[config.mk]
export PLATFORM = sky130hd
export DESIGN_NAME = ff_bank
export DESIGN_NICKNAME = d
export VERILOG_FILES = /design/src/rtl/ff_bank_pkg.sv /design/src/rtl/ff_cell.sv /design/src/rtl/ff_bank.sv
export SDC_FILE = /design/constraint.sdc
export NUM_CORES = 1
export LEC_CHECK = 0
export CORE_UTILIZATION = 45
export CTS_CLUSTER_SIZE = 16
export DETAILED_ROUTE_END_ITERATION = 8
export PLACE_DENSITY = 0.95
export SLEW_MARGIN = 20
export SYNTH_ARGS = -nofsm -noshare
export SYNTH_HDL_FRONTEND = slang
export SYNTH_SLANG_ARGS = --single-unit
export TNS_END_PERCENT = 20
[constraint.sdc]
create_clock -name clk -period 3.9 [get_ports clk]
set_input_delay 0.39 -clock clk [delete_from_list [all_inputs] [get_ports clk]]
set_output_delay 0.39 -clock clk [all_outputs]
set_load 0.02 [all_outputs]
[src/rtl/ff_bank_pkg.sv]
// ============================================================================
//  Module     : ff_bank_pkg
//  Description: Shared mode and SR-collision policy encodings for ff_bank.
//  Revision   : 1.0 - initial release
// ============================================================================
`default_nettype none

package ff_bank_pkg;

    typedef logic [1:0] mode_t;

    localparam mode_t MODE_SR = 2'b00;
    localparam mode_t MODE_JK = 2'b01;
    localparam mode_t MODE_D  = 2'b10;
    localparam mode_t MODE_T  = 2'b11;

    localparam int POL_HOLD = 0;
    localparam int POL_RST  = 1;
    localparam int POL_SET  = 2;

endpackage : ff_bank_pkg

`default_nettype wire

[src/rtl/ff_cell.sv]
// ============================================================================
//  Module     : ff_cell
//  Description: Combinational next-state and S=R=1 detect for one channel.
//  Revision   : 1.0 - initial release
// ============================================================================
`default_nettype none

module ff_cell
    import ff_bank_pkg::*;
#(
    parameter int SR_POLICY = POL_HOLD
) (
    input  logic       q,
    input  logic       a,
    input  logic       b,
    input  logic [1:0] mode,
    output logic       q_nxt,
    output logic       ill
);

    always_comb begin
        q_nxt = q;
        ill   = 1'b0;
        case (mode)
            MODE_SR: begin
                if (a && b) begin
                    ill = 1'b1;
                    case (SR_POLICY)
                        POL_RST: q_nxt = 1'b0;
                        POL_SET: q_nxt = 1'b1;
                        default: q_nxt = q;
                    endcase
                end else if (a) begin
                    q_nxt = 1'b1;
                end else if (b) begin
                    q_nxt = 1'b0;
                end
            end
            MODE_JK: begin
                if (a && b) begin
                    q_nxt = ~q;
                end else if (a) begin
                    q_nxt = 1'b1;
                end else if (b) begin
                    q_nxt = 1'b0;
                end
            end
            MODE_D:  q_nxt = a;
            default: q_nxt = q ^ a;
        endcase
    end

endmodule : ff_cell

`default_nettype wire

[src/rtl/ff_bank.sv]
// ============================================================================
//  Module     : ff_bank
//  Description: WIDTH-channel SR/JK/D/T flip-flop bank with load, enable,
//               sticky S=R=1 flags and a saturating illegal-edge counter.
//  Revision   : 1.0 - initial release
// ============================================================================
`default_nettype none

module ff_bank
    import ff_bank_pkg::*;
#(
    parameter int               WIDTH     = 4,
    parameter int               NEG_EDGE  = 1,
    parameter logic [WIDTH-1:0] INIT      = '0,
    parameter int               SR_POLICY = POL_HOLD,
    parameter int               CNT_W     = 8
) (
    input  logic               clk,
    input  logic               rst_n,
    input  logic               en,
    input  logic [2*WIDTH-1:0] mode,
    input  logic [WIDTH-1:0]   a,
    input  logic [WIDTH-1:0]   b,
    input  logic               load,
    input  logic [WIDTH-1:0]   load_val,
    input  logic               err_clr,
    output logic [WIDTH-1:0]   q,
    output logic [WIDTH-1:0]   qbar,
    output logic [WIDTH-1:0]   illegal,
    output logic [CNT_W-1:0]   illegal_cnt
);

    localparam logic [CNT_W-1:0] CNT_MAX = {CNT_W{1'b1}};
    localparam logic [CNT_W-1:0] CNT_ONE = CNT_W'(1);

    logic [WIDTH-1:0] q_q, q_d;
    logic [WIDTH-1:0] illegal_q, illegal_d;
    logic [CNT_W-1:0] cnt_q, cnt_d;
    logic [WIDTH-1:0] cell_nxt;
    logic [WIDTH-1:0] cell_ill;
    logic [WIDTH-1:0] ev_bits;
    logic             ev_any;

    generate
        for (genvar i = 0; i < WIDTH; i++) begin : g_cell
            ff_cell #(
                .SR_POLICY (SR_POLICY)
            ) u_cell (
                .q     (q_q[i]),
                .a     (a[i]),
                .b     (b[i]),
                .mode  (mode[2*i +: 2]),
                .q_nxt (cell_nxt[i]),
                .ill   (cell_ill[i])
            );
        end
    endgenerate

    always_comb begin
        // A load or a disabled edge never qualifies as an illegal event
        ev_bits = (en && !load) ? cell_ill : '0;
        ev_any  = |ev_bits;

        if (load) begin
            q_d = load_val;
        end else if (en) begin
            q_d = cell_nxt;
        end else begin
            q_d = q_q;
        end

        if (err_clr) begin
            illegal_d = ev_bits;
            cnt_d     = ev_any ? CNT_ONE : '0;
        end else begin
            illegal_d = illegal_q | ev_bits;
            cnt_d     = (ev_any && (cnt_q != CNT_MAX)) ? cnt_q + CNT_ONE : cnt_q;
        end
    end

    generate
        if (NEG_EDGE != 0) begin : g_neg_edge
            always_ff @(negedge clk or negedge rst_n) begin
                if (!rst_n) begin
                    q_q       <= INIT;
                    illegal_q <= '0;
                    cnt_q     <= '0;
                end else begin
                    q_q       <= q_d;
                    illegal_q <= illegal_d;
                    cnt_q     <= cnt_d;
                end
            end
        end else begin : g_pos_edge
            always_ff @(posedge clk or negedge rst_n) begin
                if (!rst_n) begin
                    q_q       <= INIT;
                    illegal_q <= '0;
                    cnt_q     <= '0;
                end else begin
                    q_q       <= q_d;
                    illegal_q <= illegal_d;
                    cnt_q     <= cnt_d;
                end
            end
        end
    endgenerate

    assign q           = q_q;
    assign qbar        = ~q_q;
    assign illegal     = illegal_q;
    assign illegal_cnt = cnt_q;

endmodule : ff_bank

`default_nettype wire

==> results of run 1 <==
cells by family after synthesis:
family | count (synthesis) | synth area share, %
AO/OA/AOI/OAI | 38 | 24.7
XOR/XNOR | 4 | 3.26
multiplexers | 5 | 4.77
flip-flops | 16 | 37.2
AND/OR/NAND/NOR | 36 | 21.5
adder cells (fa/ha/maj) | 1 | 1.16
buffers and inverters | 17 | 7.44
through the flow:
stage / setup TNS, ns / cell area (um^2)
2_1_floorplan: 0 / 1080
3_3_place_gp: -0.220 / 1660
3_5_place_dp: -0.638 / 1660
4_1_cts: 0 / 1700
5_1_grt: 0 / 1700
6_report: 0 / 1700
per-layer routing:
| layer | vias up | wire, um |
|---|---|---|
| met1 | 529 | 1320 |
| met5 | - | 0 |
| met2 | 47 | 1610 |
| met3 | 9 | 183 |
| li1 | 550 | - |
| met4 | 0 | 61 |
sequential cells by signal, indices dropped and copies added, names as in the netlist:
signal and flops:
illegal_cnt 8, q 4, illegal 4
cells in the final DEF, fill, tap and decap left out, types with 5 or more instances in the layout:
cell type         n
inv_1            10
nand2_1           5
a21oi_1           9
nor2b_1           7
buf_4            20
nor2_1            8
clkdlybuf4s50_1  44
dfrtn_1          16
o21ai_0           5
worst paths after layout:
path | to | slack [ns] | cells past startpoint
setup / recovery | illegal_cnt[0] | 0.07 | 1
setup reg to reg | illegal_cnt[0] | 2.13 | 7
hold / removal | illegal[2] | 0.46 | 1
min in group asynchronous | q[1] | 2.24 | 2
max in group asynchronous | illegal_cnt[5] | 1.45 | 2
hold reg to reg | illegal[2] | 0.46 | 1
power breakdown:
| part | internal (mW) | total (mW) | switching, mW |
|---|---|---|---|
| clock | 0.0571 | 0.115 | 0.0582 |
| combinational | 0.0746 | 0.133 | 0.0586 |
| sequential | 0.174 | 0.182 | 0.00805 |
| total | 0.306 | 0.431 | 0.125 |
layout make-up:
type | instances | area (um^2)
Timing Repair Buffer | 64 | 591
Multi-Input combinational cell | 84 | 596
Sequential cell | 16 | 400
Inverter | 10 | 37.5
Clock buffer | 4 | 36.3
Tap cell | 28 | 35.0
Fill cell | 152 | 538
==> flow_metrics.env, run 1 <==
export IMPL_status="completed"
export IMPL_area_growth_pct=57.6
export IMPL_ys_top_cells_by_count="dfrtn_1 (16), inv_1 (10), a21oi_1 (9), nor2_1 (8), nor2b_1 (7)"
export IMPL_cts_made_buffers=3
export IMPL_ant_nets=0
export IMPL_power_density_mw_per_mm2=254
export IMPL_cp_start_kind="flip-flop"
export IMPL_dp_cells=202
export IMPL_ys_seq_area_share_pct=37.2
export IMPL_htree_levels=1
export IMPL_crit_chain="clkdlybuf4s50_1"
export IMPL_worstHoldStart="illegal[2]"
export IMPL_via_per_inst=5.51
export IMPL_cts_resized=0
export IMPL_maxCapViolCount=0
export IMPL_end_kind="output port"
export IMPL_fin_worst_skew_ns=0.000283
export IMPL_cts_buffer_depth=2
export IMPL_synth_nets=143
export IMPL_cts_tree="done"
export IMPL_final_util_pct=75.9
export IMPL_maxSlewHeadroom_pct=79.8
export IMPL_rsz0062_at_grt="no"
export IMPL_core_area_mm2=0.00223
export IMPL_grt_pass1_wl_mm=5.29
export IMPL_grt_usage_pct=27.3
export IMPL_hold_buffers=0
export IMPL_totalPowerFinal_mw=0.431
export IMPL_cp_num_buf_inv=1
export IMPL_initial_utilization_pct=48.2
export IMPL_routabilityCongestion=0.926
export IMPL_irDropWorstVdd_uv=274
export IMPL_yosysTopAreaCell="dfrtn_1"
export IMPL_synth_top_area_share_pct=37.2
export IMPL_post_dp_hpwl_mm=2.42
export IMPL_drc=0
export IMPL_die_h_um=50.9
export IMPL_min_path_type="flip-flop to flip-flop"
export IMPL_startpoint="illegal_cnt[0]"
export IMPL_synth_edf_count=0
export IMPL_syn_avg_cell_area_um2=9.20
export IMPL_leakagePower_nw=0.745
export IMPL_cp_data_arrival_time_ns=3.44
export IMPL_cts_clk_slew_worst_paths_ns=0.07
export IMPL_tightest_slew_ns=0.302
export IMPL_cp_max_fo=7
export IMPL_path_class="flip-flop to output port"
export IMPL_die_w_um=50.9
export IMPL_clk_insertion_delay_late_ns=0.30
export IMPL_vias=1135
export IMPL_clock_sinks=16
export IMPL_syn_cell_area_mm2=0.00108
export IMPL_crit_family="buffers and inverters"
export IMPL_slew_violations=0
export IMPL_overflow=0
export IMPL_drt_initial_drc_count=17
export IMPL_drt_wl_total_mm=3.17
export IMPL_grtUsageMet1_pct=30.1
export IMPL_worstReg2RegStart="illegal_cnt[0]"
export IMPL_synth_area_leaders="dfrtn_1 (37%), and4bb_2 (4.7%), a21oi_1 (4.2%), nor2b_1 (4.1%), mux2i_1 (3.7%)"
export IMPL_grt_max_degree=17
export IMPL_nets=205
export IMPL_setup_viol=0
export IMPL_postSynthCellCount=117
export IMPL_fin_hold_ws_ns=0.461
export IMPL_rows=17
export IMPL_grt_most_used_layer="met2"
export IMPL_ys_seq_elements=16
export IMPL_yosys_warnings=0
export IMPL_antenna_found_initial=0
export IMPL_portBuffers=44
export IMPL_use_met3_pct=5.95
export IMPL_io_pins=45
export IMPL_preCtsSetupSlack_ns=-0.161
export IMPL_drive_above_1_share_pct=19.1
export IMPL_yosysMostFrequentCell="dfrtn_1"
export IMPL_wl_per_cell_um=15.4
export IMPL_critPathMaxStageDelay_ns=0.65
export IMPL_slowest_stage="clkdlybuf4s50_1"
export IMPL_use_met2_pct=51.1
export IMPL_cts_root_buf="clkbuf_4"
export IMPL_antenna_cells=0
export IMPL_async_flop_share_pct=100
export IMPL_hold_violations=0
export IMPL_firstDrtPassIters=4
export IMPL_critPathRequiredTime_ns=3.51
export IMPL_fin_ws_ns=0.0748
export IMPL_synthDistinctLibCells=34
export IMPL_post_cts_buffers=0
export IMPL_synth_ff_type="dfrtn_1"
export IMPL_final_cells=206
export IMPL_grt_pass1_vias=1187
export IMPL_die_area_mm2=0.00259
No activity file was read; power rests on OpenSTA's default activity.
==> run 2: changes to the inputs <==
--- a/config.mk
+++ b/config.mk
@@ -9,6 +9,7 @@
 export CTS_CLUSTER_SIZE = 16
 export DETAILED_ROUTE_END_ITERATION = 8
 export PLACE_DENSITY = 0.95
+export REMOVE_ABC_BUFFERS = 1
 export SLEW_MARGIN = 20
 export SYNTH_ARGS = -nofsm -noshare
 export SYNTH_HDL_FRONTEND = slang
==> run 2 against run 1 <==
Effect of this change:
- design area is 1.7% lower
- global-route usage decreased by 1.8 points
- sequential power about the same
- critical endpoint is now illegal_cnt[2]
- highest routed layer unchanged
- sequential share of layout area is 0.41 points higher
==> flow_metrics.env, run 2 (synthesized netlist as in run 1, its figures left out) <==
export IMPL_status="completed"
export IMPL_worstReg2RegStart="illegal_cnt[0]"
export IMPL_firstDrtPassIters=4
export IMPL_maxSlewHeadroom_pct=73.7
export IMPL_end_kind="output port"
export IMPL_largest_reg_flops=8
export IMPL_nets=203
export IMPL_critPathMaxStageDelay_ns=0.67
export IMPL_area_growth_pct=54.9
export IMPL_setup_viol=0
export IMPL_finalSetupTns_ns=0
export IMPL_io_pins=45
export IMPL_sw_frac_of_total_pct=28.5
export IMPL_overflow=0
export IMPL_pwr_share_clk_pct=20.8
export IMPL_cts_resized=0
export IMPL_startpoint="illegal_cnt[2]"
export IMPL_ff2ff_path_depth=6
export IMPL_cts_made_buffers=3
export IMPL_drt_initial_drc_count=19
export IMPL_die_w_um=50.9
export IMPL_post_cts_buffers=0
export IMPL_grt_pass1_wl_mm=4.94
export IMPL_htree_levels=1
export IMPL_via_per_inst=5.63
export IMPL_power_density_mw_per_mm2=238
export IMPL_maxCapViolCount=0
export IMPL_fin_worst_skew_ns=0.00237
export IMPL_drc=0
export IMPL_irDropWorstVdd_uv=219
export IMPL_fin_ws_ns=0.0852
export IMPL_cts_buffer_depth=2
export IMPL_final_cell_mix="clkdlybuf4s50_1 (44), buf_4 (18), dfrtn_1 (16), inv_1 (10), a21oi_1 (9)"
export IMPL_power_frac_seq_pct=45.9
export IMPL_preCtsSetupSlack_ns=-0.127
export IMPL_slowest_stage="clkdlybuf4s50_1"
export IMPL_regArea_um2=400
export IMPL_path_class="flip-flop to output port"
export IMPL_cp_max_fo=6
export IMPL_final_util_pct=74.6
export IMPL_hold_buffers=0
export IMPL_crit_family="buffers and inverters"
export IMPL_wl_per_cell_um=15.4
export IMPL_crit_chain="clkdlybuf4s50_1"
export IMPL_r2r_end="illegal_cnt[3]"
export IMPL_hold_violations=0
export IMPL_cts_root_buf="clkbuf_4"
export IMPL_post_dp_hpwl_mm=2.47
export IMPL_p_comb_share_pct=33.3
export IMPL_antenna_found_initial=0
export IMPL_die_area_mm2=0.00259
export IMPL_mostFrequentLayoutCell="clkdlybuf4s50_1"
export IMPL_die_h_um=50.9
export IMPL_grt_max_degree=16
export IMPL_clk_insertion_delay_late_ns=0.28
export IMPL_antenna_cells=0
export IMPL_vias=1143
export IMPL_tightest_slew_ns=0.393
export IMPL_worst_path_stages=1
export IMPL_r2r_slack_ns=2.06
export IMPL_internal_power_mw=0.283
export IMPL_cp_data_arrival_time_ns=3.42
export IMPL_slew_violations=0
export IMPL_critPathRequiredTime_ns=3.51
export IMPL_rows=17
export IMPL_cp_start_kind="flip-flop"
export IMPL_grt_pass1_vias=1130
export IMPL_cts_tree="done"
export IMPL_drive_above_1_share_pct=17.7
export IMPL_multi_input_area_um2=596
export IMPL_fin_hold_ws_ns=0.472
export IMPL_grt_usage_pct=25.5
export IMPL_final_cells=203
export IMPL_cp_num_buf_inv=1
export IMPL_clock_sinks=16
export IMPL_initial_utilization_pct=48.2
export IMPL_fillers=166
export IMPL_power_switching_mw=0.113
export IMPL_critical_path_endpoint="illegal_cnt[2]"
export IMPL_leakagePower_nw=0.727
export IMPL_drt_wl_total_mm=3.12
export IMPL_min_path_type="flip-flop to flip-flop"
export IMPL_core_area_mm2=0.00223
export IMPL_routabilityCongestion=0.954
export IMPL_rsz0062_at_grt="no"
export IMPL_dp_cells=200
export IMPL_cts_clk_slew_worst_paths_ns=0.06
export IMPL_portBuffers=44
export IMPL_ant_nets=0
run 2: cell count changes in the layout (fill, tap and decap cells not counted):
| cell | before | now |
|---|---|---|
| buf_4 | 20 | 18 |
| clkbuf_8 | 1 | 0 |
run 2: per-stage QoR:
stage	cell area, um^2	power (mW)
floorplan	1030	0.236
global placement	1640	0.310
detailed placement	1640	0.316
CTS	1670	0.397
global route	1670	0.418
finish	1670	0.397
run 2: routing by layer:
| layer | wire length [um] | GRT usage [%] |
|---|---|---|
| met2 | 1550 | 45.2 |
| met5 | 0 | 0 |
| met3 | 154 | 5.06 |
| met4 | 78 | 10.2 |
| met1 | 1330 | 29.7 |
run 2: worst min-delay path by stage:
stage                   startpoint        endpoint  slack [ns]  cells after the start
floorplan           illegal_cnt[3]  illegal_cnt[3]        0.57                      2
global placement        illegal[0]      illegal[0]        0.46                      1
detailed placement      illegal[1]      illegal[1]        0.47                      1
CTS                     illegal[1]      illegal[1]        0.47                      1
global route            illegal[3]      illegal[3]        0.48                      1
finish                  illegal[1]      illegal[1]        0.47                      1
run 2: layout make-up:
class	count	share of cell area, %
Timing Repair Buffer	62	34.5
Tap cell	28	2.10
Inverter	10	2.25
Multi-Input combinational cell	84	35.7
Clock buffer	3	1.35
Sequential cell	16	24.0
run 2: power by group through the flow:
| stage | clock network [mW] | logic, mW | registers, mW |
|---|---|---|---|
| detailed placement | 0 | 0.131 | 0.185 |
| CTS | 0.0832 | 0.132 | 0.182 |
| global placement | 0 | 0.126 | 0.184 |
| finish | 0.0826 | 0.132 | 0.182 |
| global route | 0.0930 | 0.142 | 0.183 |
| floorplan | 0 | 0.0435 | 0.192 |
==> run 3: changes to the inputs <==
--- a/config.mk
+++ b/config.mk
@@ -5,10 +5,10 @@
 export SDC_FILE = /design/constraint.sdc
 export NUM_CORES = 1
 export LEC_CHECK = 0
-export CORE_UTILIZATION = 45
+export CORE_UTILIZATION = 40
 export CTS_CLUSTER_SIZE = 16
 export DETAILED_ROUTE_END_ITERATION = 8
-export PLACE_DENSITY = 0.95
+export PLACE_DENSITY = 0.88
 export REMOVE_ABC_BUFFERS = 1
 export SLEW_MARGIN = 20
 export SYNTH_ARGS = -nofsm -noshare
==> run 3 against run 2 <==
Effect of this change:
- wire length down 5.3%
- utilization down 7.6 points
- sequential share of layout area down 0.13 points
- total power increased by 6.0%
- largest power group unchanged
- sequential power barely moved
- highest routed layer unchanged
- combinational power is essentially flat
- hold slack worse by 0.0039 ns
==> flow_metrics.env, run 3 (synthesized netlist as in run 1, its figures left out) <==
export IMPL_antenna_cells=0
export IMPL_via_per_inst=5.56
export IMPL_routabilityCongestion=0.915
export IMPL_wl_met3_um=191
export IMPL_core_area_mm2=0.00250
export IMPL_drc=0
export IMPL_die_area_mm2=0.00290
export IMPL_nets=202
export IMPL_totalPowerFinal_mw=0.420
export IMPL_hold_buffers=0
export IMPL_crit_family="buffers and inverters"
export IMPL_cts_buffer_depth=2
export IMPL_path_class="flip-flop to output port"
export IMPL_r2r_end="illegal_cnt[3]"
export IMPL_cp_start_kind="flip-flop"
export IMPL_cts_clk_slew_worst_paths_ns=0.06
export IMPL_grt_usage_pct=21.7
export IMPL_grt_pass1_wl_mm=4.67
export IMPL_setup_viol=0
export IMPL_min_path_type="flip-flop to flip-flop"
export IMPL_cts_made_buffers=3
export IMPL_post_cts_buffers=0
export IMPL_fin_hold_ws_ns=0.468
export IMPL_end_kind="output port"
export IMPL_post_dp_hpwl_mm=2.30
export IMPL_clock_sinks=16
export IMPL_die_h_um=53.9
export IMPL_ant_nets=0
export IMPL_maxCapViolCount=0
export IMPL_grt_pass1_vias=1165
export IMPL_final_cell_mix="clkdlybuf4s50_1 (44), buf_4 (17), dfrtn_1 (16), inv_1 (10), a21oi_1 (9)"
export IMPL_io_pins=45
export IMPL_hold_violations=0
export IMPL_worstReg2RegStart="illegal_cnt[0]"
export IMPL_power_density_mw_per_mm2=251
export IMPL_cp_data_arrival_time_ns=3.41
export IMPL_clk_insertion_delay_late_ns=0.28
export IMPL_tightest_slew_ns=0.393
export IMPL_cts_root_buf="clkbuf_4"
export IMPL_slowest_stage="clkdlybuf4s50_1"
export IMPL_firstDrtPassIters=4
export IMPL_cts_tree="done"
export IMPL_status="completed"
export IMPL_ff2ff_path_depth=6
export IMPL_final_util_pct=67.0
export IMPL_vias=1140
export IMPL_drt_initial_drc_count=39
export IMPL_drive_above_1_share_pct=17.7
export IMPL_wl_per_cell_um=14.4
export IMPL_leakagePower_nw=0.730
export IMPL_irDropWorstVdd_uv=224
export IMPL_top_layer="met4"
export IMPL_rsz0062_at_grt="no"
export IMPL_largest_reg_flops=8
export IMPL_cp_num_buf_inv=1
export IMPL_critPathRequiredTime_ns=3.51
export IMPL_r2r_slack_ns=2.09
export IMPL_initial_utilization_pct=43.0
export IMPL_maxSlewHeadroom_pct=73.7
export IMPL_mostFrequentLayoutCell="clkdlybuf4s50_1"
export IMPL_cp_max_fo=7
export IMPL_critical_path_endpoint="illegal_cnt[0]"
export IMPL_antenna_found_initial=0
export IMPL_drt_wl_total_mm=2.95
export IMPL_slew_violations=0
export IMPL_portBuffers=44
export IMPL_met1_length_mm=1.34
export IMPL_crit_chain="clkdlybuf4s50_1"
export IMPL_area_growth_pct=55.7
export IMPL_cts_resized=0
export IMPL_critPathMaxStageDelay_ns=0.65
export IMPL_die_w_um=53.9
export IMPL_htree_levels=1
export IMPL_grt_max_degree=16
export IMPL_startpoint="illegal_cnt[0]"
export IMPL_fin_worst_skew_ns=0.00207
export IMPL_overflow=0
export IMPL_rows=18
export IMPL_wl_met2_mm=1.40
export IMPL_worst_path_stages=1
==> run 3: cell types whose count changed in the layout (fill, tap and decap cells not counted) <==
cell and change:
buf_4 -1, clkbuf_8 +1
==> run 3: worst min-delay path by stage <==
stage | endpoint | slack, ns | from | cells past startpoint
finish | illegal[0] | 0.47 | illegal[0] | 1
global route | illegal[3] | 0.48 | illegal[3] | 1
CTS | illegal[2] | 0.47 | illegal[2] | 1
detailed placement | illegal[2] | 0.47 | illegal[2] | 1
global placement | illegal[0] | 0.46 | illegal[0] | 1
floorplan | illegal_cnt[3] | 0.57 | illegal_cnt[3] | 2
==> run 3: cell type report <==
cell class / instances / area, um^2
fill: 207 / 825
inverter: 10 / 37.5
timing repair buffer: 61 / 568
tap: 30 / 37.5
clock buffer: 4 / 36.3
sequential: 16 / 400
multi-input combinational: 84 / 596
==> run 3: stage by stage <==
step | area, um^2 | setup WS (ns) | std cells | TNS, ns
after floorplan | 1030 | 0.360 | 110 | 0
after global placement | 1640 | -0.0960 | 201 | -0.392
after detailed placement | 1640 | -0.147 | 201 | -0.666
after CTS | 1680 | 0.0930 | 205 | 0
after global routing | 1680 | 0.0341 | 205 | 0
final | 1680 | 0.0978 | 205 | 0
==> run 3: power by group <==
part	internal, mW	switching (mW)	total (mW)
sequential	0.174	0.00800	0.182
clock	0.0568	0.0508	0.108
combinational	0.0729	0.0578	0.131
total	0.304	0.117	0.420
==> run 3: layer usage <==
layer,vias to the layer above,GRT usage [%]
met5,-,0
met3,3,3.95
li1,546,-
met2,47,38.7
met4,0,5.26
met1,544,26.7
